File: src/rtl/analog_mux_seq.sv
// analog_mux_seq: break-before-make controller for the analog pad multiplexer.
// An asynchronous strobe issues a command (connect one design to a masked set
// of pad buses, or disconnect everything). Every change opens all switches
// first and holds them open for DEAD_CYCLES before the new set closes.
// Ports:
//   clk, rst_n   clock, asynchronous active-low reset
//   i_latch      async command strobe (rising edge issues a command)
//   i_en         1 = connect, 0 = disconnect all
//   i_sel        target design index
//   i_bus_mask   per-bus connect mask for the target design
//   sw_en/_b     switch enables (bit = design*N_BUSES + bus) and complement
//   busy         dead time running or command pending
//   active       at least one switch closed
//   cur_sel      connected design index, 0 when none
//   err          last accepted command selected a non-existent design
module analog_mux_seq #(
  parameter int N_USER_MODULES = 4,
  parameter int N_BUSES        = 2,
  parameter int DEAD_CYCLES    = 4,
  parameter int SYNC_STAGES    = 2
) (
  input  logic                                clk,
  input  logic                                rst_n,
  input  logic                                i_latch,
  input  logic                                i_en,
  input  logic [3:0]                          i_sel,
  input  logic [N_BUSES-1:0]                  i_bus_mask,
  output logic [N_USER_MODULES*N_BUSES-1:0]   sw_en,
  output logic [N_USER_MODULES*N_BUSES-1:0]   sw_en_b,
  output logic                                busy,
  output logic                                active,
  output logic [3:0]                          cur_sel,
  output logic                                err
);
  localparam int         NW        = N_USER_MODULES * N_BUSES;
  localparam logic [4:0] NUM_DES   = 5'(N_USER_MODULES);
  localparam logic [7:0] DEAD_LOAD = 8'(DEAD_CYCLES - 1);

  typedef enum logic [1:0] {IDLE, DEAD, ON} state_t;

  // Strobe synchroniser + registered rising-edge detect
  logic [SYNC_STAGES-1:0] r_sync;
  logic                   r_sync_q;
  logic                   r_cmd_pulse;

  always_ff @(posedge clk or negedge rst_n) begin
    if (!rst_n) begin
      r_sync      <= '0;
      r_sync_q    <= 1'b0;
      r_cmd_pulse <= 1'b0;
    end else begin
      r_sync      <= {r_sync[SYNC_STAGES-2:0], i_latch};
      r_sync_q    <= r_sync[SYNC_STAGES-1];
      r_cmd_pulse <= r_sync[SYNC_STAGES-1] & ~r_sync_q;
    end
  end

  // Command decode into a target configuration
  logic                                    w_sel_ok, w_invalid, w_connect;
  logic [N_USER_MODULES-1:0][N_BUSES-1:0]  w_row_cfg;
  logic [NW-1:0]                           w_cmd_cfg;
  logic [3:0]                              w_cmd_sel;

  assign w_sel_ok  = ({1'b0, i_sel} < NUM_DES);
  assign w_invalid = i_en & ~w_sel_ok;
  assign w_connect = i_en & w_sel_ok & (|i_bus_mask);

  generate
    for (genvar d = 0; d < N_USER_MODULES; d++) begin : g_row
      assign w_row_cfg[d] = (w_connect && (i_sel == 4'(d))) ? i_bus_mask : '0;
    end
  endgenerate

  assign w_cmd_cfg = w_row_cfg;
  assign w_cmd_sel = w_connect ? i_sel : 4'd0;

  // Sequencer state
  state_t        r_state, w_nstate;
  logic [7:0]    r_cnt, w_ncnt;
  logic [NW-1:0] r_tgt, w_ntgt, r_pend_cfg, w_npend_cfg, r_sw_en, w_nsw;
  logic [3:0]    r_tgt_sel, w_ntgt_sel, r_pend_sel, w_npend_sel, r_cur_sel, w_ncur;
  logic          r_pend_vld, w_npend_vld, r_err, w_nerr, r_busy, r_active;
  logic [NW-1:0] r_sw_en_b;
  // Pending view at the end of dead time: a command arriving in that very
  // cycle is newest, so it wins over the stored one.
  logic          w_pv;
  logic [NW-1:0] w_pcfg;
  logic [3:0]    w_psel;

  assign w_pv   = r_cmd_pulse | r_pend_vld;
  assign w_pcfg = r_cmd_pulse ? w_cmd_cfg : r_pend_cfg;
  assign w_psel = r_cmd_pulse ? w_cmd_sel : r_pend_sel;

  always_comb begin
    w_nstate    = r_state;
    w_ncnt      = r_cnt;
    w_ntgt      = r_tgt;
    w_ntgt_sel  = r_tgt_sel;
    w_npend_vld = r_pend_vld;
    w_npend_cfg = r_pend_cfg;
    w_npend_sel = r_pend_sel;
    w_nsw       = r_sw_en;
    w_ncur      = r_cur_sel;
    w_nerr      = r_err;

    if (r_cmd_pulse) begin
      if (w_invalid)                        w_nerr = 1'b1;
      else if (!(i_en && !(|i_bus_mask)))   w_nerr = 1'b0;
    end

    case (r_state)
      IDLE: begin
        if (r_cmd_pulse && (|w_cmd_cfg)) begin
          w_nstate   = DEAD;
          w_ncnt     = DEAD_LOAD;
          w_ntgt     = w_cmd_cfg;
          w_ntgt_sel = w_cmd_sel;
        end
      end
      ON: begin
        // Identical command leaves the switches untouched
        if (r_cmd_pulse && (w_cmd_cfg != r_sw_en)) begin
          w_nstate   = DEAD;
          w_ncnt     = DEAD_LOAD;
          w_ntgt     = w_cmd_cfg;
          w_ntgt_sel = w_cmd_sel;
          w_nsw      = '0;
          w_ncur     = 4'd0;
        end
      end
      DEAD: begin
        if (r_cnt == 8'd0) begin
          if (w_pv) begin
            // Restart dead time for the newer command; switches stay open
            w_ncnt      = DEAD_LOAD;
            w_ntgt      = w_pcfg;
            w_ntgt_sel  = w_psel;
            w_npend_vld = 1'b0;
          end else if (|r_tgt) begin
            w_nstate = ON;
            w_nsw    = r_tgt;
            w_ncur   = r_tgt_sel;
          end else begin
            w_nstate = IDLE;
          end
        end else begin
          w_ncnt = r_cnt - 8'd1;
          if (r_cmd_pulse) begin
            w_npend_vld = 1'b1;
            w_npend_cfg = w_cmd_cfg;
            w_npend_sel = w_cmd_sel;
          end
        end
      end
      default: w_nstate = IDLE;
    endcase
  end

  always_ff @(posedge clk or negedge rst_n) begin
    if (!rst_n) begin
      r_state    <= IDLE;
      r_cnt      <= '0;
      r_tgt      <= '0;
      r_tgt_sel  <= '0;
      r_pend_vld <= 1'b0;
      r_pend_cfg <= '0;
      r_pend_sel <= '0;
      r_sw_en    <= '0;
      r_sw_en_b  <= '1;
      r_cur_sel  <= '0;
      r_err      <= 1'b0;
      r_busy     <= 1'b0;
      r_active   <= 1'b0;
    end else begin
      r_state    <= w_nstate;
      r_cnt      <= w_ncnt;
      r_tgt      <= w_ntgt;
      r_tgt_sel  <= w_ntgt_sel;
      r_pend_vld <= w_npend_vld;
      r_pend_cfg <= w_npend_cfg;
      r_pend_sel <= w_npend_sel;
      r_sw_en    <= w_nsw;
      r_sw_en_b  <= ~w_nsw;
      r_cur_sel  <= w_ncur;
      r_err      <= w_nerr;
      r_busy     <= (w_nstate == DEAD) | w_npend_vld;
      r_active   <= |w_nsw;
    end
  end

  assign sw_en   = r_sw_en;
  assign sw_en_b = r_sw_en_b;
  assign busy    = r_busy;
  assign active  = r_active;
  assign cur_sel = r_cur_sel;
  assign err     = r_err;
endmodule

File: config.mk
export PLATFORM = sky130hd
export DESIGN_NAME = analog_mux_seq
export DESIGN_NICKNAME = d
export VERILOG_FILES = /design/src/rtl/analog_mux_seq.sv
export SDC_FILE = /design/constraint.sdc
export NUM_CORES = 1
export LEC_CHECK = 0
export BUFFER_PORTS_ARGS = -buffer_cell sky130_fd_sc_hd__buf_2
export CORE_UTILIZATION = 55
export DETAILED_ROUTE_END_ITERATION = 7
export PLACE_DENSITY = 0.86
export SKIP_CTS_REPAIR_TIMING = 1
export SYNTH_ARGS = -nofsm -noshare
export SYNTH_HDL_FRONTEND = slang
export SYNTH_SLANG_ARGS = --single-unit
File: constraint.sdc
create_clock -name clk -period 6.6 [get_ports clk]
set_input_delay 1.98 -clock clk [delete_from_list [all_inputs] [get_ports clk]]
set_output_delay 1.98 -clock clk [all_outputs]
set_load 0.005 [all_outputs]
* After elaboration in Yosys (flattened, before gate mapping) *
Cells that the tools add are included.

word-level totals
  flip-flop bits (word level) = 62
  input port bits = 10
  output and inout port bits = 23
  word-level logic and storage cells = 109

cells by class
  $add $sub $neg = 1
  $lt $le $gt $ge = 1
  equality and inequality tests = 15
  muxes and demuxes = 44
  bitwise logic cells = 10
  reduce and logical (&&, ||, !) cells = 22

operators by type and width
  operator                                                                      number
  8-bit 2-to-1 mux                                                              13
  8-bit case mux with 3 select lines                                            2
  4-bit 2-to-1 mux                                                              10
  8-bit OR reduction                                                            3
  2-bit 2-to-1 mux                                                              9
  8-bit case mux with 2 select lines                                            1
  2-bit != test, second input constant                                          7
  4-bit case mux with 3 select lines                                            1
  5-bit AND reduction                                                           2
  4-bit by 2-bit == test with 1-bit output, second input constant               2
  8-bit logical NOT                                                             1
  8-bit != test                                                                 1
  8-bit NOT                                                                     1
  4-bit case mux with 2 select lines                                            1
  8-bit by 1-bit subtractor with 8-bit output, second input constant            1
  1-bit logical AND                                                             7
  1-bit 2-to-1 mux                                                              6
  2-bit case mux with 3 select lines                                            1
  1-bit bitwise AND                                                             4
  2-bit by 1-bit == test with 1-bit output, second input constant               2
  4-bit by 1-bit == test with 1-bit output, second input constant               1
  4-bit logical NOT                                                             1
  4-bit by 3-bit less-than comparator with 1-bit output, second input constant  1
  2-bit AND reduction                                                           2
  10 further kinds                                                              13

* Logic depth before layout (Yosys ltp) *
Gate-level depths: netlist of run 1.

  depth after elaboration = 11
  mapped depth = 10

* Worst setup path after synthesis of run 1 *
No wires, ideal clock.

  path type = in2reg
  from = input port i_sel[2]
  to = register r_cnt[1]
  arrival = 3814 ps
  required time = 6475 ps
  slack = 2661 ps
  stages on the path = 7
  path buffers = 1
  cells stage by stage = nand4bb_4 or3_4 a221o_1 o21ai_4 a21o_2 buf_4 mux2_2

between the ends
  longest elaborated chain between the ends = 9

RTL lines
  element                                                     RTL line  RTL
  start: declaration                                          26        input logic [3:0] i_sel,
  4-bit by 3-bit less-than comparator with 1-bit output       64        assign w_sel_ok = ({1'b0, i_sel} < NUM_DES);
  1-bit bitwise AND (2 in a row)                              66        assign w_connect = i_en & w_sel_ok & (|i_bus_mask);
  1-bit logical AND                                           70        assign w_row_cfg[d] = (w_connect && (i_sel == 4'(d))) ? i_bus_mask : '0;
  2-bit 2-to-1 mux                                            70
  8-bit != test / 8-bit OR reduction (equally long branches)  122, 113
  1-bit logical AND, on equally long branches                 122, 113
  2-bit != test (no source line)                              -
  4-bit AND reduction (no source line) *                      -
  end signal: assignment                                      176       r_cnt <= w_ncnt;
  end: declaration                                            79        logic [7:0] r_cnt, w_ncnt;

Every way passes the cells marked *; elsewhere a longest branch is shown, timed or not.
A chain may end at the register's enable or synchronous reset.

* Final worst setup path of run 1 *
  from = input port i_en
  to = register r_tgt[7]

between the ends
  longest elaborated chain between the ends = 8

RTL lines
  element                                                                                            RTL line  RTL
  start: declaration                                                                                 25        input logic i_en,
  1-bit bitwise AND * (2 in a row)                                                                   66
  1-bit logical AND                                                                                  70
  2-bit 2-to-1 mux                                                                                   70
  8-bit != test, or another cell as far along                                                        122       if (r_cmd_pulse && (w_cmd_cfg != r_sw_en)) begin
  1-bit logical AND, or another cell as far along                                                    122
  2-bit != test (no source line) / 8-bit 2-to-1 mux (equally long branches)                          -
  5-bit AND reduction (no source line) / 8-bit case mux with 3 select lines (equally long branches)  -
  end signal: assignment                                                                             177       r_tgt <= w_ntgt;
  end: declaration                                                                                   80        logic [NW-1:0] r_tgt, w_ntgt, r_pend_cfg, w_npend_cfg, r_sw_en, w_nsw;

Every way passes the cells marked *; elsewhere a longest branch is shown, timed or not. The select of a mux whose other input is x is not followed.

==> flow_summary_export.csv, run 1 <==
group,metric,value,unit
cells_and_area,fillers,441,
clocking,cts_tree,"done",
sta,period_needed,4.15,ns
setup_path,slowest_delay,0.73,ns
cells_and_area,multi_input_area,0.00147,mm2
power,clockPowerShare,37.7,%
sta,whs,0.370,ns
yosys,synthCells,302,
sta,slew_viol_final,0,
global_routing,antenna_found_initial,0,
route,vias,2484,
cells_and_area,nNetsFinal,342,
sta,fin_tns_setup,0,ns
floorplan,num_rows,27,
route,finalWirelength,6690,um
yosys,syn_area,0.00322,mm2
power,peakVddDrop,0.000160,V
yosys,ys_ff_latch,62,
global_routing,overflow,0,
clocking,cts_inserted_buffers,9,
yosys,netlist_top_cells_area,"dfrtp_1, dfstp_2, mux2_4, nand2_1, o21ai_0",
placed_design,post-dp-hpwl,4600,um
global_routing,grtUsageTotal,24.2,%
cells_and_area,syn2layout_area_growth,10.1,%
yosys,synth_largest_area_cell,"dfrtp_1",
floorplan,fp.dieW,78.5,um
route,via_per_inst,6.15,
route,drt-initial-drc-count,184,
yosys,synthArstFlopShare,100,%
sta,rsz0062_at_grt,"false",
setup_path,reg2reg_to,"r_tgt_sel[2]",
yosys,synth_commonest_cells,"dfrtp_1, nand2_1, nor2_1",
clocking,clk_pin_slew,0.07,ns
setup_path,crit_end,"r_tgt[7]",
clocking,clock_sinks,62,
yosys,ys_types,63,
floorplan,coreArea,0.00557,mm2
run_status,status,"complete, no violations",
clocking,clkLatencyLatePin,0.35,ns
setup_path,crit_arrival,4.38,ns
cells_and_area,regArea,0.00156,mm2
sta,max_slew_margin,41.4,%
setup_path,crit-reg2reg-launch,"r_state[1]",
power,total_power,0.871,mW
yosys,synth_top_area_share,42.0,%
yosys,ys_seq_area_share,48.5,%
setup_path,slowest_stage,"a211oi_4",
power,p_leak,1.56,nW
yosys,syn_area_per_cell,10.7,um2
power,power.density,246,mW/mm2
global_routing,grt_max_degree,63,
setup_path,worst-path-max-fanout,12,
power,combPwrFrac,10.6,%
cells_and_area,drive_above_1_share,25.3,%
floorplan,start_util,57.8,%
setup_path,r2r_cells,5,
setup_path,required,6.83,ns
sta,hold_viol,0,
floorplan,die_area,0.00617,mm2
setup_path,crit_type,"in2reg",
setup_path,critPathLaunch,"i_en",
route,postRouteAntennaNets,0,
global_routing,grt_pass1_wl,11200,um
clocking,h-tree-depth,3,
power,p_int,0.640,mW
placed_design,port_buffers,32,
setup_path,worstSetupStartpointType,"input port",
route,drc,0,
sta,setup_violations,0,
yosys,synth_edf_count,0,
clocking,cts_root_buf,"clkbuf_8",
setup_path,path_delay_family,"compound AO/OA/AOI/OAI gates",
yosys,yosysWarnings,0,
sta,fin_crit_sh,62.8,%
setup_path,critPathCaptureType,"flip-flop",
yosys,yosysMostFrequentCell,"dfrtp_1",
worst_hold_path,hold_path.class,"reg2reg",
setup_path,crit_buf_inv,1,
placed_design,routabilityCongestion,0.928,
job,cap_violations,0,
route,first_pass_iters,4,
clocking,cts_buffer_depth,2,
sta,max_freq,241,MHz
cells_and_area,num_antenna_cells,0,
global_routing,grt_pass1_vias,2250,
yosys,ys.flop_type,"dfrtp_1",
setup_path,path_depth,6,
sta,tightest_slew,0.857,ns
route,wire_per_inst,16.6,um
floorplan,io-pin-count,33,
power,switching_power,0.231,mW
sta,fin_skew,0.00629,ns
setup_path,worstPathCellList,"buf_2 -> nor3b_1 -> a21boi_0 -> a211o_2 -> a211oi_4 -> mux2_2",
floorplan,die_h,78.5,um
power,switching_share,26.5,%
power,pwr-share-seq,51.7,%
setup_path,rrSetupSlack,3.60,ns
yosys,syn_nets,317,
==> sequential cells by signal (all words and copies together), names as in the netlist, 2 cells and up <==
name / cells
r_cnt: 8
r_pend_cfg: 8
r_tgt: 8
sw_en: 8
sw_en_b: 8
cur_sel: 4
r_pend_sel: 4
r_tgt_sel: 4
r_state: 2
r_sync: 2
==> layer usage <==
metal	global-route usage (%)	wire length, um
met1	33.7	2980
met2	35.0	3120
met3	5.35	424
met4	13.7	168
met5	0	0
==> worst min-delay path by stage <==
stage                     cells past startpoint   endpoint  slack (ns)      start
after detailed placement                      0  r_sync[1]        0.34  r_sync[0]
after CTS                                     0  r_sync[1]        0.37  r_sync[0]
after global routing                          0   r_sync_q        0.38  r_sync[1]
final                                         0   r_sync_q        0.37  r_sync[1]
after global placement                        0  r_sync[1]        0.34  r_sync[0]
after floorplan                               0  r_sync[1]        0.33  r_sync[0]
==> power by group through the flow <==
stage / sequential (mW) / clock [mW] / combinational, mW
2_1_floorplan: 0.444 / 0 / 0.0708
3_3_place_gp: 0.454 / 0 / 0.0890
3_5_place_dp: 0.456 / 0 / 0.0927
4_1_cts: 0.450 / 0.335 / 0.0933
5_1_grt: 0.455 / 0.349 / 0.104
6_report: 0.450 / 0.328 / 0.0925
==> stage by stage <==
step / std cells / setup WS, ns / instance area [um2] / util, %
floorplan: 302 / 2.66 / 3220 / -
global placement: 388 / 2.17 / 3350 / 60.1
detailed placement: 388 / 2.12 / 3350 / 60.1
CTS: 404 / 2.49 / 3550 / 63.6
global route: 404 / 2.33 / 3550 / 63.6
finish: 404 / 2.45 / 3550 / 63.6
==> layout make-up <==
class                           count  area share (%)
Timing Repair Buffer               34            4.94
Clock buffer                        9            3.49
Inverter                           15            1.59
Clock inverter                      7            2.08
Sequential cell                    62            44.0
Multi-Input combinational cell    205            41.3
Tap cell                           72            2.54
==> layout by cell type, fill, tap and decap left out, types with 3 or more instances in the layout <==
| cell | Yosys | routed |
|---|---|---|
| a21oi_1 | 15 | 15 |
| or2_2 | 3 | 3 |
| a22oi_1 | 9 | 9 |
| nor2_1 | 20 | 20 |
| o2bb2ai_1 | 8 | 8 |
| nor3_1 | 3 | 3 |
| o32ai_1 | 3 | 3 |
| o21ai_0 | 17 | 17 |
| clkbuf_8 | 3 | 9 |
| mux2_4 | 8 | 8 |
| a22o_1 | 9 | 9 |
| dfstp_2 | 8 | 8 |
| nand3_1 | 5 | 5 |
| a211oi_1 | 3 | 3 |
| a221oi_1 | 4 | 4 |
| dfrtp_1 | 54 | 54 |
| a31oi_1 | 4 | 4 |
| buf_2 | 2 | 32 |
| mux2i_1 | 3 | 3 |
| o21a_1 | 4 | 4 |
| nand2_1 | 25 | 25 |
| nor3b_1 | 4 | 4 |
| or3_1 | 3 | 3 |
| nor2b_1 | 8 | 8 |
| inv_1 | 15 | 15 |
| mux2_2 | 4 | 4 |
| ha_1 | 5 | 5 |
==> logic make-up after synthesis <==
kind of cell / synth area share, %
simple gates: 16.2
mux: 6.06
buf+inv: 6.02
fa+ha+maj: 1.94
flops: 48.5
compound gates: 21.3
No activity file was read; power rests on OpenSTA's default activity.
==> run 2: changes to the inputs <==
==> constraint.sdc (replaced) <==
create_clock -name clk -period 4.1 [get_ports clk]
set_input_delay 1.23 -clock clk [delete_from_list [all_inputs] [get_ports clk]]
set_output_delay 1.23 -clock clk [all_outputs]
set_load 0.005 [all_outputs]
==> flow_summary_export.csv, run 2 (synthesis gave the netlist of run 1 again) <==
group,metric,value,unit
floorplan,die_area,0.00617,mm2
clocking,cts_inserted_buffers,9,
setup_path,critPathCaptureType,"flip-flop",
clocking,cts_root_buf,"clkbuf_8",
placed_design,routabilityCongestion,0.811,
power,power.density,398,mW/mm2
global_routing,grt_util_met2,33.7,%
sta,tightest_slew,0.906,ns
worst_hold_path,hold_path.class,"reg2reg",
global_routing,grt_busiest_layer,"met1",
setup_path,crit_arrival,3.37,ns
route,finalWirelength,6520,um
power,p_leak,1.57,nW
clocking,cts_tree,"done",
global_routing,met3_usage,6.51,%
clocking,clkLatencyLatePin,0.34,ns
sta,period_needed,3.11,ns
floorplan,io-pin-count,33,
power,total_power,1.43,mW
job,cap_violations,0,
sta,whs,0.364,ns
floorplan,fp.dieW,78.5,um
floorplan,start_util,57.8,%
sta,fin_tns_setup,0,ns
setup_path,r2r_cells,8,
clocking,clock_sinks,62,
setup_path,crit-reg2reg-launch,"r_cnt[0]",
cells_and_area,multi_input_area,0.00147,mm2
global_routing,grt_pass1_wl,11100,um
global_routing,overflow,0,
route,vias,2464,
global_routing,grtUsageTotal,24.0,%
route,drt-initial-drc-count,302,
route,first_pass_iters,5,
global_routing,grt_max_degree,27,
sta,setup_violations,0,
route,drc,0,
sta,max_freq,322,MHz
setup_path,worst-path-max-fanout,13,
setup_path,crit_type,"in2reg",
sta,fin_skew,0.00771,ns
floorplan,die_h,78.5,um
setup_path,required,4.36,ns
cells_and_area,regArea,0.00156,mm2
setup_path,reg2reg_to,"busy",
setup_path,worstSetupStartpointType,"input port",
placed_design,port_buffers,32,
clocking,h-tree-depth,3,
sta,hold_viol,0,
setup_path,slowest_stage,"a2111oi_0",
clocking,clk_pin_slew,0.07,ns
setup_path,critPathLaunch,"i_sel[0]",
cells_and_area,syn2layout_area_growth,11.1,%
route,wire_per_inst,16.0,um
route,postRouteAntennaNets,0,
sta,max_slew_margin,39.0,%
floorplan,coreArea,0.00557,mm2
sta,slew_viol_final,0,
cells_and_area,drive_above_1_share,26.0,%
floorplan,num_rows,27,
setup_path,worstPathCellList,"buf_2 -> and2b_2 -> a311oi_1 -> a221o_1 -> o21ai_4 -> a2111oi_0 -> o2bb2ai_1",
clocking,cts_buffer_depth,2,
global_routing,grt_pass1_vias,2255,
power,peakVddDrop,0.000325,V
setup_path,slowest_delay,0.74,ns
cells_and_area,nNetsFinal,345,
cells_and_area,fillers,431,
cells_and_area,final_cell_mix,"dfrtp_1, buf_2, nand2_1",
sta,fin_crit_sh,75.7,%
sta,rsz0062_at_grt,"false",
cells_and_area,mostFrequentLayoutCell,"dfrtp_1",
setup_path,crit_end,"r_tgt_sel[2]",
cells_and_area,num_antenna_cells,0,
setup_path,rrSetupSlack,1.25,ns
run_status,status,"complete, no violations",
global_routing,use_met1,34.4,%
global_routing,antenna_found_initial,0,
route,via_per_inst,6.05,
placed_design,post-dp-hpwl,4530,um
## run 2: how the worst min path moves through the flow
stage / start / end / slack, ns / cells past startpoint
after CTS: r_sync[0] / r_sync[1] / 0.36 / 0
after global routing: r_sync[0] / r_sync[1] / 0.37 / 0
after floorplan: r_sync[0] / r_sync[1] / 0.33 / 0
after global placement: r_sync[0] / r_sync[1] / 0.34 / 0
final: r_sync[0] / r_sync[1] / 0.36 / 0
after detailed placement: r_sync[0] / r_sync[1] / 0.34 / 0
## run 2: worst max-delay path, delay by kind of cell
kind	cells	cell delay [ns]
compound gates	5	1.64
buf+inv	1	0.22
simple gates	1	0.27
## run 2: report_power, final
| group | internal [mW] | switching (mW) | leakage [nW] |
|---|---|---|---|
| Combinational | 0.0782 | 0.0716 | 0.738 |
| Clock | 0.312 | 0.237 | 0.0976 |
| Sequential | 0.671 | 0.0562 | 0.738 |
| Total | 1.06 | 0.365 | 1.57 |
## run 2: through the flow
step | instance area (um2) | setup slack, ns | instances | utilization, %
floorplan | 3220 | 0.911 | 302 | -
detailed placement | 3370 | 0.675 | 391 | 60.5
global route | 3580 | 0.888 | 407 | 64.2
global placement | 3370 | 0.706 | 391 | 60.5
finish | 3580 | 0.994 | 407 | 64.2
CTS | 3580 | 1.02 | 407 | 64.2
## run 2: metal layers
metal	up-vias	wire (um)
met4	0	109
met1	1209	3130
met5	-	0
met2	90	2900
li1	1153	-
met3	12	382
## run 2: final cells by class
type	instances	area share (%)
inverter	15	1.57
sequential	62	43.6
multi-input combinational	205	40.9
tap	72	2.52
clock buffer	11	4.23
timing repair buffer	37	5.52
clock inverter	5	1.61
==> run 3: changes to the inputs <==
--- a/config.mk
+++ b/config.mk
@@ -6,9 +6,9 @@
 export NUM_CORES = 1
 export LEC_CHECK = 0
 export BUFFER_PORTS_ARGS = -buffer_cell sky130_fd_sc_hd__buf_2
-export CORE_UTILIZATION = 55
+export CORE_UTILIZATION = 53
 export DETAILED_ROUTE_END_ITERATION = 7
-export PLACE_DENSITY = 0.86
+export PLACE_DENSITY = 0.87
 export SKIP_CTS_REPAIR_TIMING = 1
 export SYNTH_ARGS = -nofsm -noshare
 export SYNTH_HDL_FRONTEND = slang
==> constraint.sdc (replaced) <==
create_clock -name clk -period 2.6 [get_ports clk]
set_input_delay 0.78 -clock clk [delete_from_list [all_inputs] [get_ports clk]]
set_output_delay 0.78 -clock clk [all_outputs]
set_load 0.005 [all_outputs]
==> flow_summary_export.csv, run 3 (synthesis gave the netlist of run 1 again) <==
group,metric,value,unit
clocking,clk_pin_slew,0.07,ns
floorplan,coreArea,0.00589,mm2
cells_and_area,drive_above_1_share,34.7,%
setup_path,crit_type,"in2reg",
route,drt-initial-drc-count,266,
clocking,clock_sinks,62,
route,vias,2708,
clocking,cts_root_buf,"clkbuf_8",
setup_path,rrSetupSlack,0.10,ns
route,via_per_inst,6.06,
floorplan,die_area,0.00639,mm2
placed_design,place_ws,-0.337,ns
run_status,status,"complete, no violations",
placed_design,dp_cells,429,
route,drc,0,
cells_and_area,instances_no_fill,447,
sta,fin_skew,0.00927,ns
route,finalWirelength,7960,um
clocking,cts_inserted_buffers,9,
power,peakVddDrop,0.000439,V
global_routing,grt_pass1_wl,12100,um
clocking,cts_tree,"done",
cells_and_area,nNetsFinal,382,
sta,slew_viol_final,0,
setup_path,crit_end,"r_tgt[0]",
sta,hold_viol,0,
cells_and_area,regArea,0.00156,mm2
global_routing,grt_pass1_vias,2499,
sta,max_slew_margin,52.6,%
sta,max_freq,388,MHz
floorplan,io-pin-count,33,
power,power.density,591,mW/mm2
cells_and_area,fin_area,0.00394,mm2
sta,period_needed,2.57,ns
global_routing,grt_max_degree,33,
floorplan,start_util,54.7,%
setup_path,reg2reg_to,"r_tgt_sel[3]",
sta,tightest_slew,0.711,ns
cells_and_area,num_antenna_cells,0,
placed_design,port_buffers,32,
cells_and_area,mostFrequentLayoutCell,"dfrtp_1",
cells_and_area,syn2layout_area_growth,22.4,%
setup_path,crit_arrival,2.80,ns
clocking,cts_buffer_depth,2,
job,cap_violations,0,
global_routing,antenna_found_initial,0,
setup_path,critPathLaunch,"i_sel[2]",
route,wire_per_inst,17.8,um
cells_and_area,fillers,405,
setup_path,r2r_cells,10,
cells_and_area,final_cell_mix,"dfrtp_1, buf_4, buf_2",
clocking,clkLatencyLatePin,0.34,ns
setup_path,required,2.82,ns
sta,setup_violations,0,
global_routing,grtUsageTotal,25.1,%
power,p_leak,1.80,nW
floorplan,num_rows,28,
route,postRouteAntennaNets,0,
setup_path,crit-reg2reg-launch,"r_cnt[0]",
clocking,h-tree-depth,3,
placed_design,routabilityCongestion,0.848,
cells_and_area,multi_input_area,0.00152,mm2
placed_design,post-dp-hpwl,5180,um
route,first_pass_iters,7,
global_routing,overflow,0,
setup_path,worst-path-max-fanout,7,
floorplan,die_h,80.0,um
setup_path,critPathCaptureType,"flip-flop",
sta,fin_ws,0.0255,ns
sta,fin_crit_sh,99.0,%
floorplan,fp.dieW,80.0,um
worst_hold_path,hold_path.class,"reg2reg",
setup_path,worstSetupStartpointType,"input port",
placed_design,dpl-instance-area,0.00367,mm2
## run 3: final cells by class
class,count,share of cell area (%)
sequential,62,39.6
multi-input combinational,205,38.4
timing repair buffer,74,12.9
clock buffer,11,3.33
tap,75,2.38
clock inverter,5,1.90
inverter,15,1.43
## run 3: power by group
group | switching (mW) | internal, mW
logic | 0.126 | 0.144
clock network | 0.369 | 0.536
registers | 0.0965 | 1.06
total | 0.591 | 1.74
## run 3: stage by stage
stage / setup TNS (ns) / hold slack (ns) / utilization, % / power, mW
floorplan: -0.302 / 0.331 / - / 1.31
global placement: -4.56 / 0.344 / 62.3 / 1.40
detailed placement: -9.51 / 0.341 / 62.3 / 1.42
CTS: -0.0706 / 0.357 / 65.8 / 2.31
global route: -0.156 / 0.371 / 67.0 / 2.41
finish: 0 / 0.354 / 67.0 / 2.33
## run 3: critical path, cell delays in order
cell	delay (ns)
buf_2	0.14
nand4bb_4	0.22
buf_4	0.16
a311oi_2	0.25
a221o_1	0.27
o21ai_4	0.09
a211oi_4	0.36
buf_6	0.20
mux2_4	0.32
## run 3: how the worst min path moves through the flow
stage / from / endpoint / slack, ns / cells past startpoint
after floorplan: r_sync[0] / r_sync[1] / 0.33 / 0
after global placement: r_sync[0] / r_sync[1] / 0.34 / 0
after detailed placement: r_sync[0] / r_sync[1] / 0.34 / 0
after CTS: r_sync[0] / r_sync[1] / 0.36 / 0
after global routing: r_sync[0] / r_sync[1] / 0.37 / 0
final: r_sync[0] / r_sync[1] / 0.35 / 0
## run 3: metal layers
| metal | GRT usage (%) | vias up | wire (um) |
|---|---|---|---|
| li1 | - | 1233 | - |
| met1 | 33.4 | 1306 | 3330 |
| met2 | 39.5 | 137 | 3870 |
| met4 | 10.9 | 0 | 251 |
| met3 | 5.60 | 32 | 514 |
| met5 | 0 | - | 0 |
